### config.mk
export PLATFORM = sky130hd
export DESIGN_NAME = spi_reg_ctrl
export DESIGN_NICKNAME = d
export VERILOG_FILES = /design/src/rtl/spi_reg_ctrl.sv
export SDC_FILE = /design/constraint.sdc
export NUM_CORES = 1
export LEC_CHECK = 0
export BUFFER_PORTS_ARGS = -buffer_cell sky130_fd_sc_hd__buf_2
export CAP_MARGIN = 15
export CELL_PAD_IN_SITES_DETAIL_PLACEMENT = 0
export CELL_PAD_IN_SITES_GLOBAL_PLACEMENT = 1
export CORE_MARGIN = 2
export CORE_UTILIZATION = 43
export DETAILED_ROUTE_END_ITERATION = 10
export MAX_ROUTING_LAYER = met4
export PLACE_DENSITY_LB_ADDON = 0.1
export SYNTH_ARGS = -nofsm -noshare
export SYNTH_HDL_FRONTEND = slang
export SYNTH_SLANG_ARGS = --single-unit
### constraint.sdc
create_clock -name clk -period 3.8 [get_ports clk]
set_input_delay 0.57 -clock clk [delete_from_list [all_inputs] [get_ports clk]]
set_output_delay 0.57 -clock clk [all_outputs]
set_load 0.01 [all_outputs]
### src/rtl/spi_reg_ctrl.sv
// Register-access protocol over spi_slave byte handshakes: command byte, then auto-incrementing reg writes/reads.
// Writes land 1 clk after rx_done; tx_start fires 1 clk after tx_ready with a byte pending, and is held off otherwise.
module spi_reg_ctrl #(
  parameter int         NUM_REGS = 4,
  parameter int         ADDR_W   = $clog2(NUM_REGS),
  parameter logic [7:0] ID_BYTE  = 8'hA5
) (
  input  logic                  clk,
  input  logic                  rst,
  input  logic                  SS_n,
  input  logic [7:0]            rx_data,
  input  logic                  rx_done,
  input  logic                  tx_ready,
  output logic [7:0]            tx_data,
  output logic                  tx_start,
  output logic [NUM_REGS*8-1:0] reg_q,
  output logic                  wr_strobe,
  output logic [ADDR_W-1:0]     wr_addr,
  output logic                  frame_active
);

  typedef enum logic [1:0] {S_IDLE, S_CMD, S_WR, S_RD} state_e;

  state_e            state_q, state_d;
  logic [ADDR_W-1:0] addr_q, addr_d;
  logic [ADDR_W-1:0] cmd_addr;
  logic              pend_q, pend_d;
  logic [7:0]        pend_dat_q, pend_dat_d;
  logic [7:0]        tx_data_q, tx_data_d;
  logic              tx_start_q, tx_start_d;
  logic              wr_strobe_q, wr_strobe_d;
  logic [ADDR_W-1:0] wr_addr_q, wr_addr_d;
  logic [7:0]        regs_q [NUM_REGS];
  logic [7:0]        regs_d [NUM_REGS];

  assign cmd_addr = rx_data[ADDR_W-1:0];

  always_comb begin
    state_d     = state_q;
    addr_d      = addr_q;
    pend_d      = pend_q;
    pend_dat_d  = pend_dat_q;
    tx_data_d   = tx_data_q;
    tx_start_d  = 1'b0;
    wr_strobe_d = 1'b0;
    wr_addr_d   = wr_addr_q;
    regs_d      = regs_q;

    if (SS_n) begin
      state_d = S_IDLE;
      pend_d  = 1'b0;
    end else begin
      // tx_data is captured at issue time so a same-cycle prefetch cannot disturb it
      if (pend_q && tx_ready && !tx_start_q) begin
        tx_start_d = 1'b1;
        tx_data_d  = pend_dat_q;
        pend_d     = 1'b0;
      end
      case (state_q)
        S_IDLE: begin
          state_d    = S_CMD;
          pend_d     = 1'b1;
          pend_dat_d = ID_BYTE;
        end
        S_CMD: begin
          if (rx_done) begin
            pend_d = 1'b1;
            if (rx_data[7]) begin
              state_d    = S_WR;
              addr_d     = cmd_addr;
              pend_dat_d = 8'h00;
            end else begin
              state_d    = S_RD;
              pend_dat_d = regs_q[cmd_addr];
              addr_d     = cmd_addr + 1'b1;
            end
          end
        end
        S_WR: begin
          if (rx_done) begin
            regs_d[addr_q] = rx_data;
            wr_strobe_d    = 1'b1;
            wr_addr_d      = addr_q;
            addr_d         = addr_q + 1'b1;
            pend_d         = 1'b1;
            pend_dat_d     = 8'h00;
          end
        end
        S_RD: begin
          if (tx_start_q) begin
            pend_d     = 1'b1;
            pend_dat_d = regs_q[addr_q];
            addr_d     = addr_q + 1'b1;
          end
        end
        default: state_d = S_IDLE;
      endcase
    end
  end

  always_ff @(posedge clk) begin
    if (rst) begin
      state_q     <= S_IDLE;
      addr_q      <= '0;
      pend_q      <= 1'b0;
      pend_dat_q  <= 8'h00;
      tx_data_q   <= 8'h00;
      tx_start_q  <= 1'b0;
      wr_strobe_q <= 1'b0;
      wr_addr_q   <= '0;
      for (int i = 0; i < NUM_REGS; i++) regs_q[i] <= 8'h00;
    end else begin
      state_q     <= state_d;
      addr_q      <= addr_d;
      pend_q      <= pend_d;
      pend_dat_q  <= pend_dat_d;
      tx_data_q   <= tx_data_d;
      tx_start_q  <= tx_start_d;
      wr_strobe_q <= wr_strobe_d;
      wr_addr_q   <= wr_addr_d;
      regs_q      <= regs_d;
    end
  end

  for (genvar g = 0; g < NUM_REGS; g++) begin : g_flat
    assign reg_q[8*g +: 8] = regs_q[g];
  end

  assign tx_data      = tx_data_q;
  assign tx_start     = tx_start_q;
  assign wr_strobe    = wr_strobe_q;
  assign wr_addr      = wr_addr_q;
  assign frame_active = (state_q != S_IDLE);

endmodule
* Yosys cells after proc, flatten, opt, wreduce, memory -nomap -nowiden *
Cells that the tools add are included.

storage, ports and cells
  bits in registers = 57
  output and inout bits = 45
  word-level logic and storage cells = 71
  input bits = 13

cells by class
  reductions and logical operators = 16
  $add $sub $neg = 2
  $lt $le $gt $ge = 3
  mux-type cells = 28
  equal/unequal tests = 6
  bitwise logic cells = 4

operators with widths
  cell                   number
  $mux W8                9
  $bmux W8 S2            2
  $bwmux W32             1
  $pmux W8 S4            1
  $demux W8 S2           1
  $mux W2                5
  $ge A3 B3 Y1 const B   2
  $mux W1                6
  $ne A2 B2 Y1 const B   3
  $not A2 Y3             2
  $pmux W2 S3            1
  $reduce_and A5 Y1      1
  $add A2 B1 Y2 const B  2
  $eq A2 B2 Y1 const B   2
  $pmux W2 S2            1
  $reduce_and A2 Y1      2
  $reduce_and A4 Y1      1
  $reduce_bool A2 Y1     2
  $reduce_or A2 Y1       2
  $logic_and A1 B1 Y1    3
  $lt A3 B1 Y1 const B   1
  $pmux W1 S3            1
  $reduce_and A3 Y1      1
  $reduce_bool A3 Y1     1
  other kinds (5)        6

* Logic depth before layout (Yosys ltp) *
  depth after elaboration = 7
  depth in mapped cells = 7
  gate-level depth less buffers = 6

* Worst setup path before layout *
OpenSTA, ideal clock, no wires.

  path kind = input port to flip-flop
  start point = in rx_data[7]
  end point = reg pend_dat_q[1]
  library setup time = 0.070 ns
  data arrival time = 1.460 ns
  setup slack = 2.269 ns
  cell stages on the path = 5
  data required time = 3.730 ns
  path buffers = 1
  path through = buf_2 or3b_1 o22ai_1 a21oi_1 o2bb2ai_1

on the way
  word-level cells in the longest chain between the ends = 3

ends and longest elaborated chain
  item                  RTL line  source
  start, declared       11        input logic [7:0] rx_data,
  $mux W8               68        if (rx_data[7]) begin
  $mux W8               66        if (rx_done) begin
  $pmux W8 S4           59        case (state_q)
  end signal, assigned  116       pend_dat_q <= pend_dat_d;
  end, declared         28        logic [7:0] pend_dat_q, pend_dat_d;

Every way passes these cells. The select of a mux whose other input is x is not followed.
A chain may end at the register's enable or synchronous reset.

* Worst setup path in the final report *
  start point = reg state_q[1]
  end point = reg regs_q, in the netlist reg_q[17]

on the way
  word-level cells in the longest chain between the ends = 2

ends and longest elaborated chain
  item                         RTL line  source
  start, declared              24        state_e state_q, state_d;
  start signal, assigned       113       state_q <= state_d;
  $eq A2 B2 Y1                 59
  $reduce_and A3 Y1 (no line)  -
  end signal, assigned         121       regs_q <= regs_d;
  end, declared                33        logic [7:0] regs_q [NUM_REGS];

Every way passes these cells.

==> parameters.txt <==
Parameter                              Value

Outcome
  Result of the run    finished, final reports clean

Worst hold path
  Count of cells along the worst hold path    2
  Critical hold path startpoint    tx_data[1]$_SDFFE_PP0P_
  Endpoint of the worst hold path    tx_data[1]$_SDFFE_PP0P_
  Path type of the worst min-delay path    flip-flop to flip-flop

Clocking
  Largest buffer count on any clock path    2
  CTS resizes    0
  Clock Sink Count    57
  Maximum level of the CTS H-tree    3
  Cts hold-fix bufs    0
  Clock Tree Root    sky130_fd_sc_hd__clkbuf_8
  CTS tree    built
  Post-CTS setup buffer count    0
  Clock latency on the worst-skew pair    around 0.34 ns
  Clock transition at the registers of the reported paths    ~0.07 ns
  Number of buffers created by CTS    9

Critical path
  Reg2reg end    reg_q[17]$_SDFFE_PP0P_
  Category of the worst setup path launch point    flip-flop
  Endpoint class of the critical path    flip-flop
  Type of the setup path with the least slack    flip-flop to flip-flop
  Worst-path cell chain    and4bb_2 > nand2_2 > nand2_1 > a21oi_1
  Maximum fanout along the worst path    24
  FF-to-FF Start    state_q[1]$_SDFFE_PP0P_
  Worst path required time    3.97 ns
  Setup slack of the most critical reg-to-reg path    between 1.5 and 2 ns
  Crit path DAT    about 2.5 ns
  Delay contributed by the slowest stage of the critical path    0.87 ns
  Master of the slowest instance on the critical path    sky130_fd_sc_hd__dfxtp_1
  FF-to-FF path depth    4

Power and ir drop
  Worst supply voltage drop on vdd    ~0.27 mV
  Power, Total    roughly 0.0015 W
  Power density of the placed cells    between 400 and 500 nW/um^2
  P_leak    between 1 and 1.5 nW

Layout
  Antenna diodes    0
  Commonest non-fill, non-tap cells in the layout    sky130_fd_sc_hd__dfxtp_1 (57), sky130_fd_sc_hd__buf_2 (57), sky130_fd_sc_hd__nand2_1 (53), sky130_fd_sc_hd__a21oi_1 (49), sky130_fd_sc_hd__nand3_1 (37)
  Synthesis-to-finish area growth    20.2%
  Fraction of layout cells with a size suffix above 1    0.255
  Filler cells    just over 600
  Footprint of the multi-input gates    approximately 1400 um^2
  Area occupied by registers    1140 um^2
  Final #Nets    between 300 and 400
  Non-filler cells, final    approximately 440

Logic synthesis
  Number of library cell types mapped by synthesis    40
  Simple-Gate Fraction of Synth Area    0.200
  Sequential fraction of the synthesis area    0.419
  Number of register bits inferred by synthesis    between 50 and 60
  Cell area after synthesis    about 2700 um^2
  Post-synthesis mux area share    0.140
  Main combinational cell family by area after synthesis    simple AND/OR/NAND/NOR gates
  Net count of the mapped netlist    328
  Yosys warning total    0
  Compound-gate portion of the synthesized area    0.167
  Synthesized-area fraction occupied by adder cells    0.0184
  Gate Count Post-Synth    311
  Post-synthesis share of cell area spent on xor and xnor gates    0.00643
  Avg Synthesized Cell Area    about 8.8 um^2

Placement
  DP HPWL    4920 um
  Placed Cells incl. Taps    ~420
  Global placement routability congestion    roughly 0.80
  IO buf count    57

Global routing
  Wire length of the first global-routing pass    between 10,000 and 15,000 um
  GRT Overall Usage    0.232
  Number of global-route vias before repair    2,232
  Global route total overflow    0
  Initial antenna violation count    0
  Pin count of the biggest net entering global routing    53

Timing
  Setup TNS    0 ns
  Setup violators final    0
  Time the final worst path needs with I/O delays and setup    between 2 and 2.5 ns
  Largest clock skew in the final design    roughly 0.0045 ns
  Number of hold violations in the final report    0
  Max-slew violation count    0
  Transition at the pin with the smallest max-transition slack    1.01 ns
  Unrepaired setup endpoints after global routing    false
  Final period util    0.605
  Highest clock frequency the design can meet    0.435 GHz
  Slew margin rel.    0.330

Drt
  Sum of met2 wire segment lengths after detailed routing    3370 um
  DRC violation total after the first TritonRoute iteration    between 100 and 150
  Highest routed layer    met4
  Detailed route wirelength on metal3    328 um
  Routed metal-1 wirelength    3680 um
  Routed vias/inst    approximately 5.6
  Vias after detailed routing    approximately 2,400
  Average detailed-routed wire length per instance    17.2 um
  Post-route antenna net violation count    0
  Remaining DRCs    0
  Wire length after detailed routing    around 7500 um
  Number of iterations in the first detailed-routing pass    4

Die
  Starting density of the core    0.437
  Die Span X    approximately 84 um
  I/O pin total    slightly below 60
  Die height    83.6 um
  Total Die Area    roughly 7000 um^2
  Area of the core    roughly 6200 um^2
  Number of core rows    29

Run
  Max-cap violations    0
## where the power goes
part	switching [W]	internal, W	total, W
combinational	0.0000517	0.0000300	0.0000817
clock	0.000254	0.000537	0.000791
sequential	0.0000144	0.000605	0.000619
total	0.000320	0.00117	0.00149
## how the worst max path moves through the flow
stage                                  startpoint                          to  slack, ns  cells after the start
final                     state_q[1]$_SDFFE_PP0P_      reg_q[17]$_SDFFE_PP0P_       1.50                      4
after global placement    state_q[1]$_SDFFE_PP0P_  pend_dat_q[6]$_SDFFE_PP0P_       1.49                      4
after floorplan                        rx_data[7]  pend_dat_q[1]$_SDFFE_PP0P_       2.27                      5
after CTS                 state_q[1]$_SDFFE_PP0P_  pend_dat_q[3]$_SDFFE_PP0P_       1.49                      4
after detailed placement  state_q[1]$_SDFFE_PP0P_  pend_dat_q[1]$_SDFFE_PP0P_       1.49                      4
after global routing      state_q[1]$_SDFFE_PP0P_  pend_dat_q[1]$_SDFFE_PP0P_       1.24                      4
## layout make-up
cell class,count,area share
Multi-Input combinational cell,224,0.442
Clock buffer,11,0.0462
Tap cell,77,0.0294
Sequential cell,57,0.348
Inverter,6,0.00688
Timing Repair Buffer,58,0.0894
Clock inverter,5,0.0382
## state kept, by name, indices dropped and copies added (netlist names)
signal,count
wr_strobe,1
wr_addr,2
state_q,2
pend_q,1
tx_start,1
pend_dat_q,8
tx_data,8
reg_q,32
addr_q,2
## metrics by stage
step	area, um^2	hold WS [ns]	setup slack (ns)	util
finish	3280	0.450	1.50	0.525
global route	3280	0.478	1.24	0.525
CTS	3280	0.453	1.49	0.525
detailed placement	3000	0.443	1.49	0.481
global placement	3000	0.444	1.49	0.481
floorplan	2730	0.432	2.27	-
## worst max-delay path, delay by kind of cell (launching register included)
| family | cells | cell delay, ns |
|---|---|---|
| and+or+nand+nor | 3 | 1.19 |
| DFF | 1 | 0.87 |
| AOI/OAI and AO/OA | 1 | 0.07 |
## metal layers
layer	track usage	up-vias
li1	-	1202
met1	0.331	1165
met2	0.324	71
met3	0.0396	11
met4	0.0968	0
met5	-	-
## Yosys cell counts
cell                        number  area (um^2)
sky130_fd_sc_hd__dfxtp_1        57         1140
sky130_fd_sc_hd__nand2_1        53          199
sky130_fd_sc_hd__a21oi_1        49          245
sky130_fd_sc_hd__nand3_1        37          185
sky130_fd_sc_hd__mux2i_1        20          200
sky130_fd_sc_hd__clkbuf_1       14         52.6
sky130_fd_sc_hd__mux4_2          8          180
sky130_fd_sc_hd__nor2_1          7         26.3
sky130_fd_sc_hd__buf_2           5         25.0
sky130_fd_sc_hd__inv_1           5         18.8
sky130_fd_sc_hd__nand2_2         5         31.3
sky130_fd_sc_hd__ha_1            4         50.1
sky130_fd_sc_hd__o211a_1         4         40.0
sky130_fd_sc_hd__o221ai_1        4         35.0
sky130_fd_sc_hd__o22ai_1         4         25.0
sky130_fd_sc_hd__o2bb2ai_1       4         35.0
sky130_fd_sc_hd__buf_4           3         22.5
sky130_fd_sc_hd__a2111oi_0       2         17.5
sky130_fd_sc_hd__and3_1          2         12.5
sky130_fd_sc_hd__nand2b_1        2         12.5
sky130_fd_sc_hd__nor3_1          2         10.0
sky130_fd_sc_hd__or3_1           2         12.5
sky130_fd_sc_hd__a211oi_1        1         7.51
sky130_fd_sc_hd__a211oi_2        1         12.5
sky130_fd_sc_hd__a21o_1          1         7.51
sky130_fd_sc_hd__and2_1          1         6.26
sky130_fd_sc_hd__and4bb_2        1         12.5
sky130_fd_sc_hd__buf_1           1         3.75
sky130_fd_sc_hd__buf_6           1         11.3
sky130_fd_sc_hd__inv_2           1         3.75
sky130_fd_sc_hd__nor2b_1         1         6.26
sky130_fd_sc_hd__nor3b_1         1         7.51
sky130_fd_sc_hd__o21ai_0         1         5.00
sky130_fd_sc_hd__o21bai_1        1         7.51
sky130_fd_sc_hd__o41ai_2         1         16.3
sky130_fd_sc_hd__or2_2           1         6.26
sky130_fd_sc_hd__or3b_1          1         8.76
sky130_fd_sc_hd__or4_1           1         7.51
sky130_fd_sc_hd__xnor2_1         1         8.76
sky130_fd_sc_hd__xor2_1          1         8.76
## logic make-up after synthesis
logic type                 count (synthesis)
and+or+nand+nor                          117
AOI/OAI and AO/OA                         73
DFF                                       57
buffers and inverters                     30
muxes                                     28
adders and majority gates                  4
xor gates and xnor gates                   2
No activity file was read; power rests on OpenSTA's default activity.
